$ cat src/rtl/spi_flash_seq.sv
// Flash command sequencer: turns a read/program/erase request into WREN, operation
// and RDSR-poll transactions on spi_master_fl, then returns one response per request.
module spi_flash_seq #(
  parameter int unsigned POLL_MAX    = 1024,
  parameter int unsigned ACK_TIMEOUT = 256,
  parameter logic [7:0]  CMD_WREN    = 8'h06,
  parameter logic [7:0]  CMD_PP      = 8'h02,
  parameter logic [7:0]  CMD_READ    = 8'h03,
  parameter logic [7:0]  CMD_SE      = 8'h20,
  parameter logic [7:0]  CMD_RDSR    = 8'h05
) (
  input  logic        clk,
  input  logic        rst,
  input  logic        req_valid,
  output logic        req_ready,
  input  logic [1:0]  req_op,
  input  logic [23:0] req_addr,
  input  logic [31:0] req_wdata,
  output logic        rsp_valid,
  output logic [31:0] rsp_rdata,
  output logic        rsp_err,
  output logic        busy,
  output logic [31:0] spi_data_in,
  output logic [23:0] spi_address,
  output logic [7:0]  spi_command,
  output logic [2:0]  spi_commtype,
  output logic        spi_validflag,
  input  logic        spi_tready,
  input  logic [31:0] spi_data_out,
  input  logic        spi_validflag_out
);

  localparam int unsigned PCW = $clog2(POLL_MAX + 1);
  localparam int unsigned TW  = (ACK_TIMEOUT > 1) ? $clog2(ACK_TIMEOUT) : 1;

  typedef enum logic [2:0] {
    IDLE, WREN_ISS, WREN_WAIT, OP_ISS, OP_WAIT, POLL_ISS, POLL_WAIT, RESP
  } state_e;

  state_e        state_q, state_d;
  logic [1:0]    op_q, op_d;
  logic [23:0]   addr_q, addr_d;
  logic [31:0]   wdata_q, wdata_d;
  logic [PCW-1:0] poll_cnt_q, poll_cnt_d;
  logic [TW-1:0] tmr_q, tmr_d;
  logic          acked_q, acked_d;
  logic [7:0]    cmd_q, cmd_d;
  logic [2:0]    ct_q, ct_d;
  logic [23:0]   saddr_q, saddr_d;
  logic [31:0]   sdata_q, sdata_d;
  logic          svf_q, svf_d;
  logic [31:0]   rdata_q, rdata_d;
  logic          err_q, err_d;
  logic          capture_type;

  always_ff @(posedge clk or posedge rst) begin
    if (rst) begin
      state_q    <= IDLE;
      op_q       <= '0;
      addr_q     <= '0;
      wdata_q    <= '0;
      poll_cnt_q <= '0;
      tmr_q      <= '0;
      acked_q    <= 1'b0;
      cmd_q      <= '0;
      ct_q       <= '0;
      saddr_q    <= '0;
      sdata_q    <= '0;
      svf_q      <= 1'b0;
      rdata_q    <= '0;
      err_q      <= 1'b0;
    end else begin
      state_q    <= state_d;
      op_q       <= op_d;
      addr_q     <= addr_d;
      wdata_q    <= wdata_d;
      poll_cnt_q <= poll_cnt_d;
      tmr_q      <= tmr_d;
      acked_q    <= acked_d;
      cmd_q      <= cmd_d;
      ct_q       <= ct_d;
      saddr_q    <= saddr_d;
      sdata_q    <= sdata_d;
      svf_q      <= svf_d;
      rdata_q    <= rdata_d;
      err_q      <= err_d;
    end
  end

  // Only RDSR (001) and READ (010) return data; everything else completes on tready.
  assign capture_type = (ct_q == 3'b001) || (ct_q == 3'b010);

  always_comb begin
    state_d    = state_q;
    op_d       = op_q;
    addr_d     = addr_q;
    wdata_d    = wdata_q;
    poll_cnt_d = poll_cnt_q;
    tmr_d      = tmr_q;
    acked_d    = acked_q;
    cmd_d      = cmd_q;
    ct_d       = ct_q;
    saddr_d    = saddr_q;
    sdata_d    = sdata_q;
    svf_d      = 1'b0;
    rdata_d    = rdata_q;
    err_d      = err_q;
    case (state_q)
      IDLE: if (req_valid) begin
        op_d       = req_op;
        addr_d     = req_addr;
        wdata_d    = req_wdata;
        poll_cnt_d = '0;
        case (req_op)
          2'd0:       state_d = OP_ISS;
          2'd1, 2'd2: state_d = WREN_ISS;
          default: begin
            state_d = RESP;
            err_d   = 1'b1;
            rdata_d = '0;
          end
        endcase
      end
      WREN_ISS, OP_ISS, POLL_ISS: if (spi_tready) begin
        svf_d   = 1'b1;
        tmr_d   = TW'(ACK_TIMEOUT - 1);
        acked_d = 1'b0;
        saddr_d = '0;
        sdata_d = '0;
        if (state_q == WREN_ISS) begin
          cmd_d   = CMD_WREN;
          ct_d    = 3'b000;
          state_d = WREN_WAIT;
        end else if (state_q == POLL_ISS) begin
          cmd_d      = CMD_RDSR;
          ct_d       = 3'b001;
          poll_cnt_d = poll_cnt_q + PCW'(1);
          state_d    = POLL_WAIT;
        end else begin
          saddr_d = addr_q;
          state_d = OP_WAIT;
          case (op_q)
            2'd0: begin cmd_d = CMD_READ; ct_d = 3'b010; end
            2'd1: begin cmd_d = CMD_PP;   ct_d = 3'b100; sdata_d = wdata_q; end
            default: begin cmd_d = CMD_SE; ct_d = 3'b101; end
          endcase
        end
      end
      WREN_WAIT, OP_WAIT, POLL_WAIT: begin
        if (!acked_q) begin
          if (!spi_tready) acked_d = 1'b1;
          else if (tmr_q == '0) begin
            state_d = RESP;
            err_d   = 1'b1;
            rdata_d = '0;
          end else tmr_d = tmr_q - TW'(1);
        end else if (capture_type) begin
          if (spi_validflag_out) begin
            state_d = RESP;
            rdata_d = '0;
            err_d   = 1'b0;
            if (state_q == OP_WAIT) rdata_d = spi_data_out;
            else if (spi_data_out[0]) begin
              if (poll_cnt_q == PCW'(POLL_MAX)) err_d = 1'b1;
              else state_d = POLL_ISS;
            end
          end
        end else if (spi_tready) begin
          state_d = (state_q == WREN_WAIT) ? OP_ISS : POLL_ISS;
        end
      end
      RESP:    state_d = IDLE;
      default: state_d = IDLE;
    endcase
  end

  always_comb begin
    req_ready     = (state_q == IDLE);
    busy          = (state_q != IDLE);
    rsp_valid     = (state_q == RESP);
    rsp_rdata     = rdata_q;
    rsp_err       = err_q;
    spi_command   = cmd_q;
    spi_commtype  = ct_q;
    spi_address   = saddr_q;
    spi_data_in   = sdata_q;
    spi_validflag = svf_q;
  end

endmodule
$ cat config.mk
export PLATFORM = sky130hd
export DESIGN_NAME = spi_flash_seq
export DESIGN_NICKNAME = d
export VERILOG_FILES = /design/src/rtl/spi_flash_seq.sv
export SDC_FILE = /design/constraint.sdc
export NUM_CORES = 1
export LEC_CHECK = 0
export BUFFER_PORTS_ARGS = -buffer_cell sky130_fd_sc_hd__buf_4
export CORE_MARGIN = 8
export CORE_UTILIZATION = 40
export DETAILED_ROUTE_END_ITERATION = 12
export PLACE_DENSITY_LB_ADDON = 0.3
export SYNTH_ARGS = -nofsm -noshare
export SYNTH_HDL_FRONTEND = slang
export SYNTH_SLANG_ARGS = --single-unit
$ cat constraint.sdc
create_clock -name clk -period 9.8 [get_ports clk]
set_input_delay 1.47 -clock clk [delete_from_list [all_inputs] [get_ports clk]]
set_output_delay 1.47 -clock clk [all_outputs]
set_load 0.03 [all_outputs]
### After elaboration in Yosys (flattened, before gate mapping)

Index checks and enable logic that the tools add are counted.

* flip-flop bits (word level): 182
* output and inout port bits: 104

* $add $sub $neg: 2
* eq/ne operators: 27
* mux-type cells: 63
* reduce and logical (&&, ||, !) cells: 20

Operators by type and width (count)
* 2-to-1 mux 32 bit: 11
* case mux 32 bit (2 select lines): 1
* 2-to-1 mux 24 bit: 2
* 2-to-1 mux 11 bit: 4
* 2-to-1 mux 3 bit: 12
* 2-to-1 mux 8 bit: 4
* case mux 11 bit (2 select lines): 1
* inequality test 2 bit (second input constant): 8
* case mux 8 bit (2 select lines): 1
* 2-to-1 mux 1 bit: 15
* inequality test 3 bit (second input constant): 5
* equality test 3 bit (second input constant): 4
* 2-to-1 mux 6 bit: 2
* case mux 3 bit (2 select lines): 2
* case mux 3 bit (4 select lines): 1
* case mux 6 bit (2 select lines): 1
* adder 11 x 1 -> 11 bit (second input constant): 1
* equality test 11 bit (second input constant): 1
* AND reduction 5 bit: 2
* equality test 3 x 2 -> 1 bit (second input constant): 3
* OR reduction 3 bit: 3
* logical NOT 8 bit: 1
* 2-to-1 mux 2 bit: 4
* subtractor 8 x 1 -> 8 bit (second input constant): 1
* other kinds (14): 22

### Depth between registers and ports, before layout

* depth after elaboration: 8
* depth in mapped cells: 9

### Worst setup path before layout

OpenSTA, ideal clock, no wires.

* kind: register to output
* start: reg state_q[1]
* end: out busy
* arrival time: 1.785 ns
* slack: 6.545 ns
* cell stages (with the launch flop): 4
* path buffers: 1
* path through: dfrtp_1 buf_2 nor3_1 inv_1

* longest elaborated chain between the ends: 1

RTL lines
* start, declared: RTL line 40 `state_e state_q, state_d;`
* start signal, assigned: RTL line 73 `state_q <= state_d;`
* nonzero test 3 bit: RTL line 179 `busy = (state_q != IDLE);`
* end, declared: RTL line 22 `output logic busy,`

Every way passes these cells.

### Worst setup path in the final report

Same ends and word-level chain as after synthesis.

==> summary.md <==
| Metric | Value |
|---|---|
| Clock Path Buffers | `2` |
| WP data arrival | `2020 ps` |
| Max_cap viols | `0` |
| Fin area | `9720 um^2` |
| Final setup vio count | `0` |
| Area growth from synthesis to layout | `27.9%` |
| Overall die area | `23700 um^2` |
| Post-Syn Instances | `722` |
| Period Utilization, post-route | `0.356` |
| Final Max Slew Viols | `0` |
| Max-slew headroom | `0.263` |
| Rows | `50` |
| Final min period | `3490 ps` |
| Overflow after GRT | `0` |
| Most common cell after layout, fill and taps aside | `buf_4` |
| R2r startpoint | `state_q[1]` |
| Via count of the routed design | `5706` |
| Synth warnings | `0` |
| VDD IR max | `0.157 mV` |
| Post-synth EDFFs | `0` |
| Seq/Total Area, Yosys | `0.586` |
| CTS Hold Buffers Added | `0` |
| Clock-pin slew on the worst setup and hold paths | `70 ps` |
| Area leader, netlist | `dfrtp_1` |
| Global-route wire length before repair | `31400 um` |
| Core ar. | `18700 um^2` |
| Starting Density | `0.406` |
| Hold EP | `spi_data_in[31]` |
| Hold Path Cell Cnt | `2` |
| DRT Wirelength | `19200 um` |
| CTS tree | `built` |
| R2r endpoint | `spi_command[1]` |
| Worst Tran Pin Value | `1110 ps` |
| Die Height | `154 um` |
| Diodes inserted | `0` |
| Placer Congestion | `0.800` |
| Final #Nets | `998` |
| Crit-path max FO | `49` |
| Synth top area cells | `dfrtp_1, nand2_1, nand3_1` |
| Initial DRC Count | `288` |
| Post-synth ARST share | `1.00` |
| Clock sink count | `178` |
| Setup bufs post-CTS | `0` |
| DR vias/cell | `4.99` |
| Total GRT Usage | `0.164` |
| Final antenna-violating net count | `0` |
| Detailed placement HPWL | `12900 um` |
| Crit path kind | `reg -> out` |
| Main flop type after synthesis | `dfrtp_1` |
| DRT Pass-1 Iters | `4` |
| Die Width | `154 um` |
| Fin. Hold Viols | `0` |
| PortBufs | `194` |
| Mean Syn Cell Area | `10.5 um^2` |
| Post-CTS Resized | `0` |
| Dpl cell area | `9150 um^2` |
| RSZ-0062 raised after global routing | `false` |
| Pleak | `4.93 nW` |
| Setup TNS | `0 ps` |
| # IOs | `199` |
| Worst Path Required | `8330 ps` |
| Commonest non-fill, non-tap cells in the layout | `buf_4, nand2_1, dfrtp_1` |
| Mean routed wirelength per cell | `16.8 um` |
| Yosys top cell area share | `0.586` |
| Endpoint type of the worst setup path | `output pin` |
| Number of global-route vias before repair | `5914` |
| Mapped Area | `7600 um^2` |
| Flop2flop setup slack | `6870 ps` |
| Peak Freq | `287 MHz` |
| H-tree levels | `4` |
| Min-delay src | `spi_data_in[31]` |
| Status | `complete, no violations` |
| Fill count | `1721` |
| DRC | `0` |
| Fin util | `0.520` |
| Seq cells post-synth | `178` |
| CTS root buffer | `clkbuf_16` |
| Cts bufs inserted | `17` |
| Pwr/cell area | `352 nW/um^2` |
| Critical Path Source Type | `register` |
| Antenna violations before repair | `0` |
| Largest net degree at the start of global routing | `103` |
| Worst r2r path cells | `7` |
| Worst skew pair latency | `420 ps` |
| Share of layout cells above drive strength 1 | `0.333` |
| Clk_skew | `20.4 ps` |
| Post-synthesis cell type count | `55` |
| Hold Path Class | `reg -> reg` |
kinds of logic (layout without fill, tap and decap cells):
| group | after synthesis | after routing | share of synthesized area |
|---|---|---|---|
| other | 1 | 4 | 0.000493 |
| buffers and inverters | 60 | 244 | 0.0421 |
| adder cells (fa/ha/maj) | 6 | 6 | 0.00988 |
| multiplexers | 60 | 60 | 0.0887 |
| flip-flops | 178 | 178 | 0.586 |
| AO/OA/AOI/OAI | 65 | 65 | 0.0583 |
| AND/OR/NAND/NOR | 343 | 343 | 0.204 |
| XOR/XNOR | 9 | 9 | 0.0104 |
cells in the mapped netlist, types with 2 or more instances:
cell	n
nand2_1	185
dfrtp_1	178
nand3_1	92
mux2_2	37
clkbuf_1	25
mux2_1	22
nand2_2	20
o21ai_0	20
nor2_1	19
inv_1	11
buf_4	10
buf_2	8
nor3_1	7
o21ai_1	7
xor2_1	7
a21oi_1	6
ha_1	6
a31oi_1	5
o2111ai_1	4
o211ai_1	4
a21o_1	3
and3_1	3
nand4_1	3
buf_12	2
buf_6	2
nor2b_1	2
nor4_1	2
o22ai_1	2
o31ai_1	2
or4_1	2
xnor2_1	2
final cells by class:
type | count | area [um^2] | share of cell area
well taps | 234 | 293 | 0.0301
repair buffers | 201 | 1510 | 0.155
inverters | 12 | 50.0 | 0.00515
clock buffers | 18 | 439 | 0.0452
multi-input cells | 487 | 2850 | 0.293
flip-flops and latches | 178 | 4460 | 0.458
clock inverters | 13 | 126 | 0.0130
how the worst max path moves through the flow:
stage	startpoint	to	cells past startpoint
after global placement	rst	rsp_rdata[26]	3
after CTS	state_q[1]	busy	3
after detailed placement	rst	rsp_rdata[12]	3
after floorplan	rst	acked_q	1
final	state_q[1]	busy	3
after global routing	state_q[1]	busy	3
power by group:
part,switching (mW),total (mW),internal [mW]
clock network,0.290,0.649,0.359
registers,0.255,1.32,1.06
logic,0.922,1.45,0.532
total,1.47,3.42,1.95
per-layer routing:
layer	track usage	share of wire
met2	0.261	0.46
met4	0.0308	0.0019
met1	0.205	0.45
met3	0.0706	0.093
met5	0	0
through the flow:
step	std cells	worst slack, ps	hold WS (ps)	total power [mW]
floorplan	725	3500	439	2.28
global placement	1112	6450	451	2.77
detailed placement	1112	6450	457	2.80
CTS	1143	6240	472	3.46
global route	1143	6140	487	3.65
finish	1143	6310	465	3.42
state kept, by name (all words and copies together), names as in the netlist, 2 cells and up:
signal / flops
spi_address: 24
rsp_rdata: 32
spi_data_in: 32
state_q: 3
wdata_q: 32
addr_q: 24
spi_command: 4
tmr_q: 8
spi_commtype: 3
poll_cnt_q: 11
op_q: 2
worst max-delay path, cell delays in order (launching register included):
cell and delay [ps]:
dfrtp_2 740, nor3_1 580, inv_1 80, buf_4 180
Note: power is estimated with default switching activity, not from simulation.
